==> src/rtl/i2c_bit_ctrl.sv <==
// Bit-level I2C sequencer: runs START/STOP/WRITE/READ as four quarter phases,
// drives open-drain SCL/SDA enables, honours clock stretching, flags arbitration loss.
module i2c_bit_ctrl #(
  parameter int QDIV = 250
) (
  input  logic       clk,
  input  logic       rst_n,
  input  logic       cmd_valid,
  output logic       cmd_ready,
  input  logic [1:0] cmd,
  input  logic       cmd_din,
  output logic       done,
  output logic       dout,
  output logic       arb_lost,
  output logic       busy,
  input  logic       scl_i,
  input  logic       sda_i,
  output logic       scl_oe,
  output logic       sda_oe
);
  localparam int CW = $clog2(QDIV);
  localparam logic [CW-1:0] CMAX = CW'(QDIV - 1);

  localparam logic [2:0] IDLE = 3'd0;
  localparam logic [2:0] PH_A = 3'd1;
  localparam logic [2:0] PH_B = 3'd2;
  localparam logic [2:0] PH_C = 3'd3;
  localparam logic [2:0] PH_D = 3'd4;

  localparam logic [1:0] C_START = 2'b00;
  localparam logic [1:0] C_STOP  = 2'b01;
  localparam logic [1:0] C_WRITE = 2'b10;
  localparam logic [1:0] C_READ  = 2'b11;

  logic [2:0]    state, nxt;
  logic [1:0]    cmd_q;
  logic          din_q;
  logic [CW-1:0] count;
  logic          in_phase, stall, tick, arb_hit;

  // {scl_oe, sda_oe} for a command in a given phase; 1 pulls the line low
  function automatic logic [1:0] levels(input logic [1:0] c, input logic d,
                                        input logic [2:0] ph);
    logic scl_low;
    logic [1:0] r;
    scl_low = (ph == PH_A) || (ph == PH_D);
    r = 2'b00;
    case (c)
      C_START: case (ph)
        PH_A:    r = 2'b10;
        PH_B:    r = 2'b00;
        PH_C:    r = 2'b01;
        default: r = 2'b11;
      endcase
      C_STOP: case (ph)
        PH_A:    r = 2'b11;
        PH_B:    r = 2'b01;
        default: r = 2'b00;
      endcase
      C_WRITE: r = {scl_low, ~d};
      default: r = {scl_low, 1'b0};
    endcase
    return r;
  endfunction

  assign in_phase  = (state != IDLE);
  // a slave holding SCL low while we release it freezes the quarter counter
  assign stall     = in_phase & ~scl_oe & ~scl_i;
  assign tick      = in_phase & ~stall & (count == CMAX);
  assign arb_hit   = (state == PH_B) & (cmd_q == C_WRITE) & din_q & ~sda_i;
  assign nxt       = state + 3'd1;
  assign cmd_ready = (state == IDLE);
  assign busy      = ~cmd_ready;

  always_ff @(posedge clk or negedge rst_n) begin
    if (!rst_n) begin
      state    <= IDLE;
      cmd_q    <= C_START;
      din_q    <= 1'b0;
      count    <= '0;
      done     <= 1'b0;
      dout     <= 1'b0;
      arb_lost <= 1'b0;
      scl_oe   <= 1'b0;
      sda_oe   <= 1'b0;
    end else begin
      done     <= 1'b0;
      arb_lost <= 1'b0;
      if (state == IDLE) begin
        count <= '0;
        if (cmd_valid) begin
          cmd_q            <= cmd;
          din_q            <= cmd_din;
          state            <= PH_A;
          {scl_oe, sda_oe} <= levels(cmd, cmd_din, PH_A);
        end
      end else if (tick) begin
        count <= '0;
        if (arb_hit) begin
          arb_lost <= 1'b1;
          state    <= IDLE;
          scl_oe   <= 1'b0;
          sda_oe   <= 1'b0;
        end else begin
          if ((state == PH_B) && (cmd_q == C_READ)) dout <= sda_i;
          // line levels are left at the PH_D values when returning to IDLE
          if (state == PH_D) begin
            state <= IDLE;
            done  <= 1'b1;
          end else begin
            state            <= nxt;
            {scl_oe, sda_oe} <= levels(cmd_q, din_q, nxt);
          end
        end
      end else if (!stall) begin
        count <= count + 1'b1;
      end
    end
  end
endmodule

==> config.mk <==
export PLATFORM = sky130hd
export DESIGN_NAME = i2c_bit_ctrl
export DESIGN_NICKNAME = d
export VERILOG_FILES = /design/src/rtl/i2c_bit_ctrl.sv
export SDC_FILE = /design/constraint.sdc
export NUM_CORES = 1
export LEC_CHECK = 0
export CAP_MARGIN = 15
export CORE_MARGIN = 1.5
export CORE_UTILIZATION = 30
export CTS_CLUSTER_DIAMETER = 30
export CTS_CLUSTER_SIZE = 30
export DETAILED_ROUTE_END_ITERATION = 8
export PLACE_DENSITY = 0.49
export SLEW_MARGIN = 0
export SYNTH_ARGS = -nofsm -noshare
export SYNTH_HDL_FRONTEND = slang
export SYNTH_SLANG_ARGS = --single-unit
==> constraint.sdc <==
create_clock -name clk -period 2.62 [get_ports clk]
set_input_delay 0.393 -clock clk [delete_from_list [all_inputs] [get_ports clk]]
set_output_delay 0.393 -clock clk [all_outputs]
set_load 0.02 [all_outputs]
* Word-level counts from Yosys, hierarchy flattened *
Cells that the tools add are included.
W data, S select, Z words.

word-level totals
  word-level logic and storage cells = 80
  input bits = 8
  output and inout bits = 7
  bits in registers = 19

operators by class
  equal/unequal tests = 15
  muxes and demuxes = 29
  reductions and logical operators = 10
  bitwise operators = 15
  add/sub/neg operators = 2

operators with widths
  kind                   number
  $mux W8                3
  $mux W1                17
  $mux W3                5
  $pmux W2 S3            2
  $eq A3 B2 Y1 const B   3
  $add A8 B1 Y8 const B  1
  $eq A8 B8 Y1 const B   1
  $not A1 Y1             8
  $and A1 B1 Y1          7
  $eq A2 B2 Y1 const B   3
  $eq A3 B3 Y1 const B   2
  $eq A2 B1 Y1 const B   2
  $pmux W2 S2            1
  $reduce_and A2 Y1      2
  $reduce_and A4 Y1      1
  $add A3 B1 Y3 const B  1
  $eq A3 B1 Y1 const B   1
  $logic_not A3 Y1       1
  $ne A3 B2 Y1 const B   1
  $ne A3 B3 Y1 const B   1
  $reduce_and A3 Y1      1
  $reduce_bool A3 Y1     1
  $logic_not A2 Y1       1
  $ne A2 B2 Y1 const B   1
  other kinds (4)        4

* Longest topological paths before layout *
Gate-level depths: netlist of run 1.

  depth in word-level cells = 8
  depth in mapped cells = 10
  depth with buffers taken out = 7

* Least setup slack after synthesis of run 1 *
OpenSTA, ideal clock, no wires.

  kind = reg-to-reg
  from = register state[0]
  to = register dout
  buffers on the path = 3
  arrival time = 1765 ps
  setup time = 125 ps
  slack = 729 ps
  cell stages (with the launch flop) = 11
  cell sequence = dfrtp_1 inv_1 ha_1 buf_6 nor2b_4 buf_6 nor2_4 and2_1 buf_6 nand3_2 mux2_4

on the way
  elaborated cells on any way between the ends = 15
  classes of those cells = eq/ne: 1; bitwise: 10; reduce/logical: 4

RTL lines
  element                      line  text
  from (decl)                  35    logic [2:0] state, nxt;
  from (signal assigned)       111   state <= nxt;
  $logic_not A3 Y1             --
  net cmd_ready                9     output logic cmd_ready,
  $not A1 Y1 (no line)         --
  $reduce_and A4 Y1 (no line)  --
  to (signal assigned)         105   if ((state == PH_B) && (cmd_q == C_READ)) dout <= sda_i;
  to (decl)                    13    output logic dout,

The timed path passes the listed nets, and every way through them passes these cells.
A chain may end at the register's enable or synchronous reset.

* Worst setup path in the final report of run 1 *
  from = register state[0]
  to = output port cmd_ready

on the way
  word-level cells in the longest chain between the ends = 1

RTL lines
  element           line  text
  $logic_not A3 Y1  72    assign cmd_ready = (state == IDLE);
  to (decl)         9

Every way passes these cells.

==> metrics.md, run 1 <==
| Metric | Value |
|---|---|
| DRT antenna net count | 0 |
| Slew Limit Fails | 0 |
| Critical Path Stages | 4 |
| Combinational share of power | 26.3% |
| Max IR drop VDD | about 0.24 mV |
| DIE AREA | 4380 um2 |
| Mean post-synth cell area | approximately 9.4 um2 |
| Worst reg2reg path endpoint | dout$_DFFE_PN0P_ |
| Slew headroom | 76.1% |
| Start point of the critical path | state[0]$_DFFE_PN0P_ |
| HP Class | in -> async |
| GP Congestion | between 0.7 and 0.8 |
| Kind of critical path | reg -> out |
| FF-to-FF Start | state[0]$_DFFE_PN0P_ |
| Nets | 159 |
| Synth Cell Area | 1200 um2 |
| Synth area leader | dfrtp_1 |
| Register area share after synthesis | 39.7% |
| Setup tns final | 0 ns |
| RSZ-0062 raised after global routing | false |
| Post-Place Cells | between 150 and 200 |
| Vias in the first global route | 941 |
| Final period demand of the worst path | ~2.5 ns |
| Die height | 66.2 um |
| Required time of the worst setup path | 2.23 ns |
| Post-CTS sizing | 0 |
| Critical Path End Type | output port |
| Post-synth EDFFs | 0 |
| R2R Setup Slk | 0.48 ns |
| Hpwl dp | between 1500 and 2000 um |
| First-pass GRT wire length | between 4000 and 5000 um |
| Post-Synthesis Cells | ~130 |
| Vias per cell | about 5 |
| Core Area | about 3700 um2 |
| Gr usage total | around an eighth |
| Slowest stage delay, CP | 0.64 ns |
| Num Clock Sinks | 19 |
| Site Rows | 22 |
| Psw | 0.000277 W |
| Ranking of synthesized cells by area | dfrtp_1 (40%), ha_1 (8.4%), o21ai_0 (4.2%), nand2_1 (4.1%), buf_6 (3.8%) |
| Root buffer cell | clkbuf_8 |
| Fin worst setup slack | 0.158 ns |
| Tcrit/Tclk final | around 94% |
| CTS tree | built |
| Synthesized flop and latch total | 19 |
| 1st-iter DRT viols | 47 |
| Final setup fails | 0 |
| Sw frac | 32.7% |
| Most frequent cells in the layout | dfrtp_1 (19), clkdlybuf4s50_1 (14), nand2_1 (13), nor2_1 (10), o21ai_0 (10) |
| Power per cell area | around 600 nW/um2 |
| Remaining Overflow, GRT | 0 |
| Buffers plus inverters on the worst setup path | 2 |
| FMAX | just over 0.4 GHz |
| TritonCTS Buffers | 3 |
| Register share of total power | ~49% |
| Worst-Margin Slew | 0.356 ns |
| Post-synth ARST share | 100% |
| Final Hold Viols | 0 |
| Largest net degree at the start of global routing | 20 |
| MaxCap Viol Count | 0 |
| R2R cell count | 8 |
| Final wirelength | 2390 um |
| Non-Filler Instances | 190 |
| Worst-skew pair later-pin latency | 0.26 ns |
| Starting density of the core | 32.0% |
| Clock Path Buffers | 2 |
| Nature of the critical path startpoint | register |
| Crit-path cells | inv_1 -> ha_1 -> nor2b_4 -> clkdlybuf4s50_1 |
| Hold slack | 0.460 ns |
| Layout Skew | 0.00780 ns |
| Syn_nets | around 140 |
| LEAKAGE | 0.640 nW |
| Arr. time, crit path | roughly 2.1 ns |
| Routed len/inst | 12.6 um |
| Count of boundary I/O pins | 15 |
| Initial antenna violation count | 0 |
| Worst-path fanout max | 10 |
| Buffers on Ports | 14 |
| Power Internal | 0.000569 W |
| Clk pwr share | 24.4% |
| Die W | 66.2 um |
| Commonest non-fill, non-tap cell in the layout | dfrtp_1 |
| Yosys Warn Count | 0 |
| Vias | 938 |
| Antenna diodes | 0 |
| H-tree depth | 1 |
| Outcome | completed |
| Drt pass-1 iters | 4 |
| Cell family with most CP delay | buffers and inverters |
| Setup WS pre-CTS | slightly above 0.4 ns |
| Netlist cell types | 39 |
| Worst-path clk slew | 0.08 ns |
| Worst Setup EP | cmd_ready |
| Synth top area share | 39.7% |
| Syn-to-layout area delta | 17.5% |
| Crit-path slowest cell | clkdlybuf4s50_1 |
| Primary FF master, synth | dfrtp_1 |
| Drt drc | 0 |
| Share of layout cells above drive strength 1 | 11.3% |
## per-stage QoR
step | total power (W) | instance area [um2] | utilization [%]
finish | 0.000845 | 1410 | 37.6
global route | 0.000910 | 1410 | 37.6
CTS | 0.000861 | 1400 | 37.4
detailed placement | 0.000645 | 1350 | 36.1
global placement | 0.000638 | 1350 | 36.1
floorplan | 0.000574 | 1200 | -
## power groups by stage
stage	clock network, W	registers (W)	logic, W
2_1_floorplan	0	0.000415	0.000159
3_3_place_gp	0	0.000420	0.000218
3_5_place_dp	0	0.000423	0.000222
4_1_cts	0.000221	0.000417	0.000224
5_1_grt	0.000230	0.000429	0.000252
6_report	0.000206	0.000417	0.000222
## timing repair
action                                  4_1_cts  5_1_grt
endpoints found under the setup margin        0        2
hold buffers                                  0        0
buffers inserted                              0        1
## kinds of logic after synthesis
logic type	count (synthesis)	share of synthesized area (%)
AO/OA/AOI/OAI	30	15.7
XOR/XNOR	2	1.46
adder cells (fa/ha/maj)	8	8.36
buffers and inverters	12	6.58
flip-flops	19	39.7
multiplexers	2	2.19
AND/OR/NAND/NOR	54	26.0
## flip-flops by register name, summed over array words and instances (netlist names)
signal / flops
dout: 1
scl_oe: 1
arb_lost: 1
state: 3
cmd_q: 2
count: 8
sda_oe: 1
din_q: 1
done: 1
## cell usage after synthesis (2+ instances only)
cell type   n
a211oi_1    2
a21o_1      3
a21oi_1     4
and3_1      3
buf_6       4
dfrtp_1    19
ha_1        8
inv_1       7
nand2_1    13
nand2b_1    2
nand3_1     8
nand3b_1    2
nor2_1     10
nor3_1      3
nor3b_1     3
o21ai_0    10
o21ai_1     2
o22ai_1     2
xor2_1      2
## worst register-to-register path: cells and delay by family, from the launching register on
kind	cells	cell delay [ns]
flops	1	0.43
buf+inv	2	0.27
fa+ha+maj	1	0.33
mux	1	0.30
simple gates	4	0.70
## cell type report
| type | count | area [um2] |
|---|---|---|
| inverters | 7 | 26.3 |
| fillers | 390 | 2340 |
| multi-input cells | 96 | 643 |
| repair buffers | 16 | 155 |
| well taps | 48 | 60.1 |
| flip-flops and latches | 19 | 475 |
| clock buffers | 3 | 41.3 |
| clock inverters | 1 | 5.00 |
## worst min path at each step
stage	to	slack [ns]	cells after the start
6_report	count[4]$_DFFE_PN0P_	0.46	2
5_1_grt	count[4]$_DFFE_PN0P_	0.48	2
4_1_cts	count[4]$_DFFE_PN0P_	0.47	2
3_5_place_dp	dout$_DFFE_PN0P_	0.50	1
3_3_place_gp	dout$_DFFE_PN0P_	0.50	1
2_1_floorplan	arb_lost$_DFF_PN0_	0.1	0
## routing by layer
| metal | vias up | track usage (%) | part of all wire [%] |
|---|---|---|---|
| li1 | 474 | - | - |
| met1 | 441 | 14.6 | 45 |
| met2 | 21 | 21.4 | 49 |
| met3 | 2 | 4.26 | 5.3 |
| met4 | 0 | 3.57 | 0.67 |
| met5 | - | 0 | 0 |
Note: power is estimated with default switching activity, not from simulation.
==> inputs of run 2 (changes only) <==
- CORE_MARGIN: 1.5 -> 2
- GPL_ROUTABILITY_DRIVEN: not set -> 0
==> metrics.md, run 2 (synthesis gave the netlist of run 1 again) <==
| Metric | Value |
|---|---|
| Nature of the critical path startpoint | register |
| Combinational share of power | 26.5% |
| DRT antenna net count | 0 |
| Initial antenna violation count | 0 |
| Final wirelength | 2420 um |
| Crit-path slowest cell | clkdlybuf4s50_1 |
| MaxCap Viol Count | 0 |
| Final setup fails | 0 |
| RSZ-0062 raised after global routing | false |
| Antenna diodes | 0 |
| Register share of total power | 49.6% |
| Power, Total | between 0.0008 and 0.0009 W |
| Slowest stage delay, CP | 0.65 ns |
| Clk pwr share | 23.9% |
| Buffers on Ports | 14 |
| Crit-path cells | inv_1 -> ha_2 -> nor2b_4 -> clkdlybuf4s50_1 |
| Max IR drop VDD | 0.197 mV |
| Power Internal | 0.000572 W |
| Starting density of the core | 32.0% |
| CTS tree | built |
| Layout Skew | roughly 0.0026 ns |
| Sw frac | around 32% |
| Arr. time, crit path | 2.00 ns |
| Number of flip-flops in the largest register | 8 |
| Drt pass-1 iters | 4 |
| Buffers plus inverters on the worst setup path | 2 |
| Core Area | 3740 um2 |
| Commonest non-fill, non-tap cell in the layout | dfrtp_1 |
| Routed len/inst | between 10 and 15 um |
| FMAX | approximately 0.42 GHz |
| FILL cells | 406 |
| Biggest register | count |
| Psw | 0.000272 W |
| Most frequent cells in the layout | dfrtp_1 (19), clkdlybuf4s50_1 (14), nand2_1 (13), nor2_1 (10), o21ai_0 (10) |
| Drt drc | 0 |
| Largest net degree at the start of global routing | 20 |
| Die height | approximately 67 um |
| Core Util, Final | between 30 and 40% |
| Slew headroom | 76.4% |
| H-tree depth | 1 |
| Hpwl dp | around 1800 um |
| Die W | 67.2 um |
| Vias in the first global route | 991 |
| Cell family with most CP delay | buffers and inverters |
| Power per cell area | roughly 600 nW/um2 |
| Tcrit/Tclk final | 91.4% |
| TritonCTS Buffers | 3 |
| Worst-path clk slew | 0.07 ns |
| Worst-skew pair later-pin latency | between 0.2 and 0.3 ns |
| 1st-iter DRT viols | 48 |
| Final period demand of the worst path | 2.39 ns |
| DIE AREA | 4510 um2 |
| Critical Path End Type | output port |
| First-pass GRT wire length | 4250 um |
| Kind of critical path | reg -> out |
| R2R cell count | 8 |
| Outcome | completed |
| Vias per cell | 5.05 |
| Nets | 159 |
| Gr usage total | 12.5% |
| Site Rows | 22 |
| Vias | 960 |
| Root buffer cell | clkbuf_8 |
| Setup tns final | 0 ns |
| Count of boundary I/O pins | 15 |
| Clock Path Buffers | 2 |
| Worst-Margin Slew | 0.354 ns |
| Slew Limit Fails | 0 |
| Required time of the worst setup path | roughly 2.2 ns |
| Worst-path fanout max | 10 |
| Largest regs | count: 8 flops, state: 3 flops, cmd_q: 2 flops |
| Share of layout cells above drive strength 1 | 11.3% |
| Syn-to-layout area delta | 17.6% |
| Critical Path Stages | 4 |
| Num Clock Sinks | 19 |
| LEAKAGE | 0.636 nW |
| HP Class | in -> async |
| Final Hold Viols | 0 |
| Remaining Overflow, GRT | 0 |
==> run 2: worst paths after layout <==
kind	startpoint	end	slack [ns]
max in group asynchronous	rst_n	state[2]$_DFFE_PN0P_	1.94
min in group clk	dout$_DFFE_PN0P_	dout$_DFFE_PN0P_	0.52
worst max register to register	state[0]$_DFFE_PN0P_	dout$_DFFE_PN0P_	0.56
worst max-delay path	state[0]$_DFFE_PN0P_	cmd_ready	0.23
worst min register to register	dout$_DFFE_PN0P_	dout$_DFFE_PN0P_	0.52
worst min-delay path	rst_n	count[3]$_DFFE_PN0P_	0.47
==> run 2: layout make-up <==
| type | instances | area (um2) | share of cell area, % |
|---|---|---|---|
| clock buffer | 4 | 45.0 | 3.20 |
| inverter | 7 | 26.3 | 1.87 |
| multi-input combinational | 96 | 646 | 45.9 |
| sequential | 19 | 475 | 33.8 |
| tap | 48 | 60.1 | 4.27 |
| timing repair buffer | 16 | 155 | 11.0 |
==> run 2: power groups by stage <==
stage / clock network (W) / logic (W) / registers, W
finish: 0.000202 / 0.000224 / 0.000419
global route: 0.000226 / 0.000255 / 0.000431
CTS: 0.000215 / 0.000225 / 0.000418
detailed placement: 0 / 0.000224 / 0.000424
global placement: 0 / 0.000218 / 0.000420
floorplan: 0 / 0.000159 / 0.000415
==> run 2: repair_timing <==
action,in CTS,in global routing
gates resized for setup,0,1
endpoints found under the setup margin,0,2
hold buffers,0,0
setup buffers,0,1
==> run 2: metal layers <==
metal | up-vias | global-route usage, % | routed length [um]
li1 | 475 | - | -
met1 | 467 | 14.7 | 1110
met2 | 13 | 21.9 | 1200
met3 | 5 | 2.00 | 64
met4 | 0 | 6.12 | 44
met5 | - | 0 | 0
==> run 2: stage by stage <==
stage	setup slack [ns]	std cells	area, um2	hold WS (ns)
final	0.225	190	1410	0.471
after global routing	0.0919	190	1410	0.483
after CTS	0.109	189	1400	0.478
after detailed placement	0.406	185	1350	0.502
after global placement	0.449	185	1350	0.504
after floorplan	0.729	127	1200	0.0974
